==> src/rtl/uart_config_pkg.sv <==
// rtl/uart_config_pkg.sv - shared command codes, reset defaults and receiver states
package uart_config_pkg;

    localparam logic [3:0] CMD_PARITY = 4'h9;
    localparam logic [3:0] CMD_FLEN   = 4'hC;
    localparam logic [3:0] CMD_BAUD   = 4'h1;
    localparam logic [3:0] READ_CODE  = 4'hF;

    localparam int CLK_PER_BIT_BASE_RST = 16;
    localparam int BAUD_RST             = 1;
    localparam int PARITY_RST           = 1;
    localparam int FLEN_RST             = 8;

    typedef enum logic [2:0] {
        RX_IDLE,
        RX_START,
        RX_DATA,
        RX_PARITY,
        RX_STOP
    } rx_state_t;

endpackage

==> src/rtl/uart_config_top_rx.sv <==
// rtl/uart_config_top_rx.sv - UART receiver with synchronizer, bit timer and frame checking
module uart_rx
    import uart_config_pkg::*;
#(
    parameter int CLK_PER_BIT_BASE = CLK_PER_BIT_BASE_RST
) (
    input  logic       clk,
    input  logic       rst,
    input  logic       rx,
    input  logic       parity_en,
    input  logic [3:0] flen,
    input  logic [1:0] baud,
    output logic       byte_valid,
    output logic [8:0] frame
);

    rx_state_t   state;
    logic        rx_s1;
    logic        rx_s2;
    logic        par_l;
    logic [3:0]  flen_l;
    logic [1:0]  baud_l;
    logic [15:0] cnt;
    logic [2:0]  bit_idx;
    logic [7:0]  data;
    logic        par_bit;
    logic [15:0] bit_len;
    logic [15:0] half_len;

    // Timing uses the config captured at the start edge so writes never disturb a frame in flight.
    assign bit_len  = 16'(CLK_PER_BIT_BASE) << baud_l;
    assign half_len = bit_len >> 1;

    always_ff @(posedge clk or posedge rst) begin
        if (rst) begin
            state      <= RX_IDLE;
            rx_s1      <= 1'b1;
            rx_s2      <= 1'b1;
            par_l      <= 1'b0;
            flen_l     <= 4'd0;
            baud_l     <= 2'd0;
            cnt        <= 16'd0;
            bit_idx    <= 3'd0;
            data       <= 8'd0;
            par_bit    <= 1'b0;
            byte_valid <= 1'b0;
            frame      <= 9'd0;
        end else begin
            rx_s1      <= rx;
            rx_s2      <= rx_s1;
            byte_valid <= 1'b0;
            case (state)
                RX_IDLE: begin
                    if (!rx_s2) begin
                        par_l  <= parity_en;
                        flen_l <= flen;
                        baud_l <= baud;
                        cnt    <= 16'd0;
                        state  <= RX_START;
                    end
                end
                RX_START: begin
                    if (cnt == half_len - 16'd1) begin
                        cnt <= 16'd0;
                        if (!rx_s2) begin
                            state   <= RX_DATA;
                            bit_idx <= 3'd0;
                            data    <= 8'd0;
                            par_bit <= 1'b0;
                        end else begin
                            state <= RX_IDLE;
                        end
                    end else begin
                        cnt <= cnt + 16'd1;
                    end
                end
                RX_DATA: begin
                    if (cnt == bit_len - 16'd1) begin
                        cnt           <= 16'd0;
                        data[bit_idx] <= rx_s2;
                        bit_idx       <= bit_idx + 3'd1;
                        if ({1'b0, bit_idx} == flen_l - 4'd1)
                            state <= par_l ? RX_PARITY : RX_STOP;
                    end else begin
                        cnt <= cnt + 16'd1;
                    end
                end
                RX_PARITY: begin
                    if (cnt == bit_len - 16'd1) begin
                        cnt     <= 16'd0;
                        par_bit <= rx_s2;
                        state   <= RX_STOP;
                    end else begin
                        cnt <= cnt + 16'd1;
                    end
                end
                RX_STOP: begin
                    if (cnt == bit_len - 16'd1) begin
                        cnt   <= 16'd0;
                        state <= RX_IDLE;
                        if (rx_s2 && (!par_l || !((^data) ^ par_bit))) begin
                            byte_valid <= 1'b1;
                            frame      <= {par_l & par_bit, data};
                        end
                    end else begin
                        cnt <= cnt + 16'd1;
                    end
                end
                default: state <= RX_IDLE;
            endcase
        end
    end

endmodule

==> src/rtl/uart_config_top.sv <==
// rtl/uart_config_top.sv - UART command processor: receiver, command decoder and config registers
module uart_config_top
    import uart_config_pkg::*;
#(
    parameter int CLK_PER_BIT_BASE = CLK_PER_BIT_BASE_RST,
    parameter int BAUD_DEFAULT     = BAUD_RST,
    parameter int PARITY_DEFAULT   = PARITY_RST,
    parameter int FLEN_DEFAULT     = FLEN_RST
) (
    input  logic       clk,
    input  logic       rst,
    input  logic       Rx,
    input  logic       debug,
    output logic [8:0] debug_frame,
    output logic [3:0] debug_reg
);

    logic       parity_en;
    logic [3:0] flen;
    logic [1:0] baud;
    logic [3:0] read_val;
    logic       byte_valid;
    logic [8:0] frame;
    logic [3:0] hi;
    logic [3:0] lo;

    uart_rx #(
        .CLK_PER_BIT_BASE(CLK_PER_BIT_BASE)
    ) u_rx (
        .clk        (clk),
        .rst        (rst),
        .rx         (Rx),
        .parity_en  (parity_en),
        .flen       (flen),
        .baud       (baud),
        .byte_valid (byte_valid),
        .frame      (frame)
    );

    assign hi = frame[7:4];
    assign lo = frame[3:0];

    always_ff @(posedge clk or posedge rst) begin
        if (rst) begin
            parity_en <= PARITY_DEFAULT[0];
            flen      <= FLEN_DEFAULT[3:0];
            baud      <= BAUD_DEFAULT[1:0];
            read_val  <= 4'd0;
        end else if (byte_valid) begin
            case (hi)
                CMD_PARITY: begin
                    if (lo == READ_CODE)
                        read_val <= {3'b000, parity_en};
                    else if (lo[3:1] == 3'b000)
                        parity_en <= lo[0];
                end
                CMD_FLEN: begin
                    if (lo == READ_CODE)
                        read_val <= flen;
                    else if (lo >= 4'd5 && lo <= 4'd8)
                        flen <= lo;
                end
                CMD_BAUD: begin
                    if (lo == READ_CODE)
                        read_val <= {2'b00, baud};
                    else if (lo[3:2] == 2'b00)
                        baud <= lo[1:0];
                end
                default: ;
            endcase
        end
    end

    // Gating only masks the outputs; the underlying registers keep their contents.
    assign debug_frame = debug ? frame    : 9'd0;
    assign debug_reg   = debug ? read_val : 4'd0;

endmodule

==> config.mk <==
export PLATFORM = sky130hd
export DESIGN_NAME = uart_config_top
export DESIGN_NICKNAME = d
export VERILOG_FILES = /design/src/rtl/uart_config_pkg.sv /design/src/rtl/uart_config_top_rx.sv /design/src/rtl/uart_config_top.sv
export SDC_FILE = /design/constraint.sdc
export NUM_CORES = 1
export LEC_CHECK = 0
export ABC_AREA = 1
export BUFFER_PORTS_ARGS = -buffer_cell sky130_fd_sc_hd__buf_2
export CAP_MARGIN = 20
export CORE_MARGIN = 2
export CORE_UTILIZATION = 40
export CTS_BUF_LIST = sky130_fd_sc_hd__clkbuf_8 sky130_fd_sc_hd__clkbuf_16
export CTS_CLUSTER_SIZE = 25
export DETAILED_ROUTE_END_ITERATION = 8
export PLACE_DENSITY_LB_ADDON = 0.3
export SYNTH_ARGS = -nofsm -noshare
export SYNTH_HDL_FRONTEND = slang
export SYNTH_SLANG_ARGS = --single-unit
export TNS_END_PERCENT = 20
==> constraint.sdc <==
create_clock -name clk -period 2.5 [get_ports clk]
set_input_delay 0.5 -clock clk [delete_from_list [all_inputs] [get_ports clk]]
set_output_delay 0.5 -clock clk [all_outputs]
set_load 0.05 [all_outputs]
==> flow_summary.json <==
{
  "p_leak_nw": 2.110,
  "clock_sink_count": 61,
  "critPathRequiredTime_ns": 2.73,
  "post-synth-top-area-fraction": 0.3700,
  "synthesis.nets": 535,
  "initial_core_utilization": 0.4118,
  "tightest_slew_margin_relative_to_the_limit": 0.6308,
  "mappedNetlistArea_um2": 3787,
  "status": "completed",
  "dieWidth_um": 101.3,
  "power.internal_mw": 1.993,
  "critical_path.slowest_cell": "inv_1",
  "share_comb_of_total_power": 0.349,
  "final.setup_skew_ns": 0.007801,
  "place_area_um2": 3975,
  "postCtsResizedCells": 0,
  "net_switching_power_of_the_design_mw": 1.357,
  "detail_route.wirelength_um": 8297,
  "cts-hold-fix-buffers": 0,
  "clk_pin_slew_worst_paths_ns": 0.08,
  "vias_per_cell": 5.115,
  "end_kind": "flip-flop",
  "global_route_wire_length_before_repair_um": 14570,
  "postSynthRegisterBits": 61,
  "power.total_mw": 3.350,
  "min_period_ns": 1.830,
  "globalRoute.totalOverflow": 0,
  "design.final.nets": 554,
  "tritoncts.num_buffers": 9,
  "yosys_warnings": 0,
  "drt_first_iter_violations": 117,
  "drv.max_cap_violation_count": 0,
  "setup_viol": 0,
  "critPathMaxFanout": 17,
  "core_area_um2": 9196,
  "clk_root_buffer_cell": "clkbuf_8",
  "layout.cells.most_common": "nand2_1",
  "grt_util_all_layers": 0.1798,
  "critical_register_to_register_path_startpoint": "u_rx.state[1]",
  "syn-instance-count": 528,
  "holdCritPathClass": "in2async",
  "grt_start_max_net_pins": 31,
  "floorplan.die.height_um": 101.3,
  "floorplan.die_area_um2": 10260,
  "postCtsSetupRepairBufs": 0,
  "synth_sequential_area_ratio": 0.4047,
  "buffer_ports.inserted": 16,
  "synth.avg_cell_area_um2": 7.173,
  "detailed_place_hpwl_um": 6173,
  "post_route_cells_drive_above_1_share": 0.1377,
  "rsz0062_at_grt": "no",
  "antenna_cells": 0,
  "slew_viol_final": 0,
  "worstSetupStartpoint": "u_rx.state[1]",
  "worstPathArrival_ns": 2.06,
  "num_vias": 3391,
  "clock_insertion_delay_worst_skew_ns": 0.35,
  "tritoncts": "done",
  "io-pin-count": 17,
  "antenna_left": 0,
  "max-clock-path-buffers": 2,
  "worst-slew-pin-transition_ns": 0.5533,
  "design_area_um2": 4198,
  "timing.critical_path.buf_inv": 2,
  "cellPowerDensity_nw_per_um2": 797.9,
  "drt_first_pass_iters": 4,
  "ctsHtreeMaxLevel": 3,
  "critical_path_class": "reg2reg",
  "first_global_vias": 3150,
  "layout-area-overhead-vs-synth_pct": 10.84,
  "yosys.area.top_type": "dfrtp_1",
  "placementRows": 35,
  "max_stage_delay_ns": 0.39,
  "most-common-layout-cells": "nand2_1 (167), inv_1 (62), dfrtp_1 (56)",
  "place_congestion": 0.8281,
  "switching_share": 0.4050,
  "fmax_mhz": 546.4,
  "drcViolationCount": 0,
  "finalHoldViolCount": 0,
  "crit_path_cells": "inv_1, nor2_1, nand2_1, inv_1, nand2_4, nand2_8, nand2_2, nand2_1, o21ai_1",
  "critical_path.startpoint_type": "flip-flop",
  "fin_tns_setup_ns": 0,
  "synthDistinctLibCells": 39,
  "vdd_drop_max_mv": 0.4028,
  "grt_antenna_before_repair": 0,
  "critical-path-top-delay-family": "simple AND/OR/NAND/NOR gates",
  "power.share.sequential": 0.356,
  "period_share": 0.7321,
  "route.detailed.wl_per_inst_um": 12.51,
  "synth_area_leaders": "dfrtp_1 (37%), nand2_1 (17%), inv_1 (6.2%), nand3_1 (5.7%), nor2_1 (4.5%)",
  "power.clock.fraction": 0.296
}
[power by group through the flow]
stage	Combinational, mW	Sequential [mW]	Clock [mW]
6_report	1.17	1.19	0.991
5_1_grt	1.35	1.20	1.07
4_1_cts	1.17	1.19	1.02
3_5_place_dp	1.16	1.20	0
3_3_place_gp	1.14	1.20	0
2_1_floorplan	0.988	1.17	0
[logic make-up after synthesis]
logic type                 Yosys count  synth area share
adders and majority gates            3          0.009912
DFF                                 61            0.4047
xor gates and xnor gates            13           0.03006
and+or+nand+nor                    318            0.3888
AOI/OAI and AO/OA                   51           0.07863
buffers and inverters               82           0.08788
[cell usage after synthesis (all sizes together)]
master,count
a21o,1
a21oi,11
ha,3
xnor2,4
nor3,16
dfrtp,56
o22ai,2
a22oi,1
o221a,1
nand4,19
buf,5
a31oi,1
o31ai,3
o2111ai,1
xor2,9
nand2,177
nand3,45
inv,71
or2,2
nand3b,5
nor2,54
o21ai,25
clkbuf,6
dfstp,5
o211ai,5
[through the flow]
step | instances | hold slack, ns | setup WS [ns] | utilization
floorplan | 528 | 0.3452 | 0.4952 | -
global placement | 647 | 0.3465 | 0.7902 | 0.4322
detailed placement | 647 | 0.3501 | 0.6982 | 0.4322
CTS | 663 | 0.1605 | 0.6802 | 0.4565
global route | 663 | 0.1814 | 0.4108 | 0.4565
finish | 663 | 0.1582 | 0.6698 | 0.4565
[cell type report]
cell class	count	area, µm²
Fill cell	909	4999
Multi-Input combinational cell	385	1922
Sequential cell	61	1533
Inverter	71	266.5
Tap cell	111	138.9
Clock buffer	9	123.9
Timing Repair Buffer	19	115.1
Clock inverter	7	98.84
[sequential cells by signal, indices dropped and copies added (netlist names)]
| register | flops |
|---|---|
| baud | 2 |
| u_rx.rx_s1 | 1 |
| u_rx.rx_s2 | 1 |
| u_rx.byte_valid | 1 |
| u_rx.flen_l | 4 |
| u_rx.baud_l | 2 |
| flen | 4 |
| parity_en | 1 |
| u_rx.par_l | 1 |
| u_rx.frame | 9 |
| u_rx.state | 3 |
| u_rx.data | 8 |
| u_rx.par_bit | 1 |
| read_val | 4 |
| u_rx.bit_idx | 3 |
| u_rx.cnt | 16 |
[worst paths after layout]
check	to	slack (ns)	cells past startpoint
hold reg to reg	u_rx.rx_s2	0.36	0
min in group clk	u_rx.rx_s1	0.25	1
max in group asynchronous	u_rx.rx_s1	1.71	3
setup / recovery	u_rx.bit_idx[2]	0.67	9
setup reg to reg	u_rx.bit_idx[2]	0.67	9
hold / removal	read_val[0]	0.16	2
[layer usage]
layer	routed length [µm]	track usage
met2	3699	0.2685
met3	269	0.04348
met4	157	0.07069
met1	4171	0.2522
met5	0	0
Power figures use the tool's default switching activity.
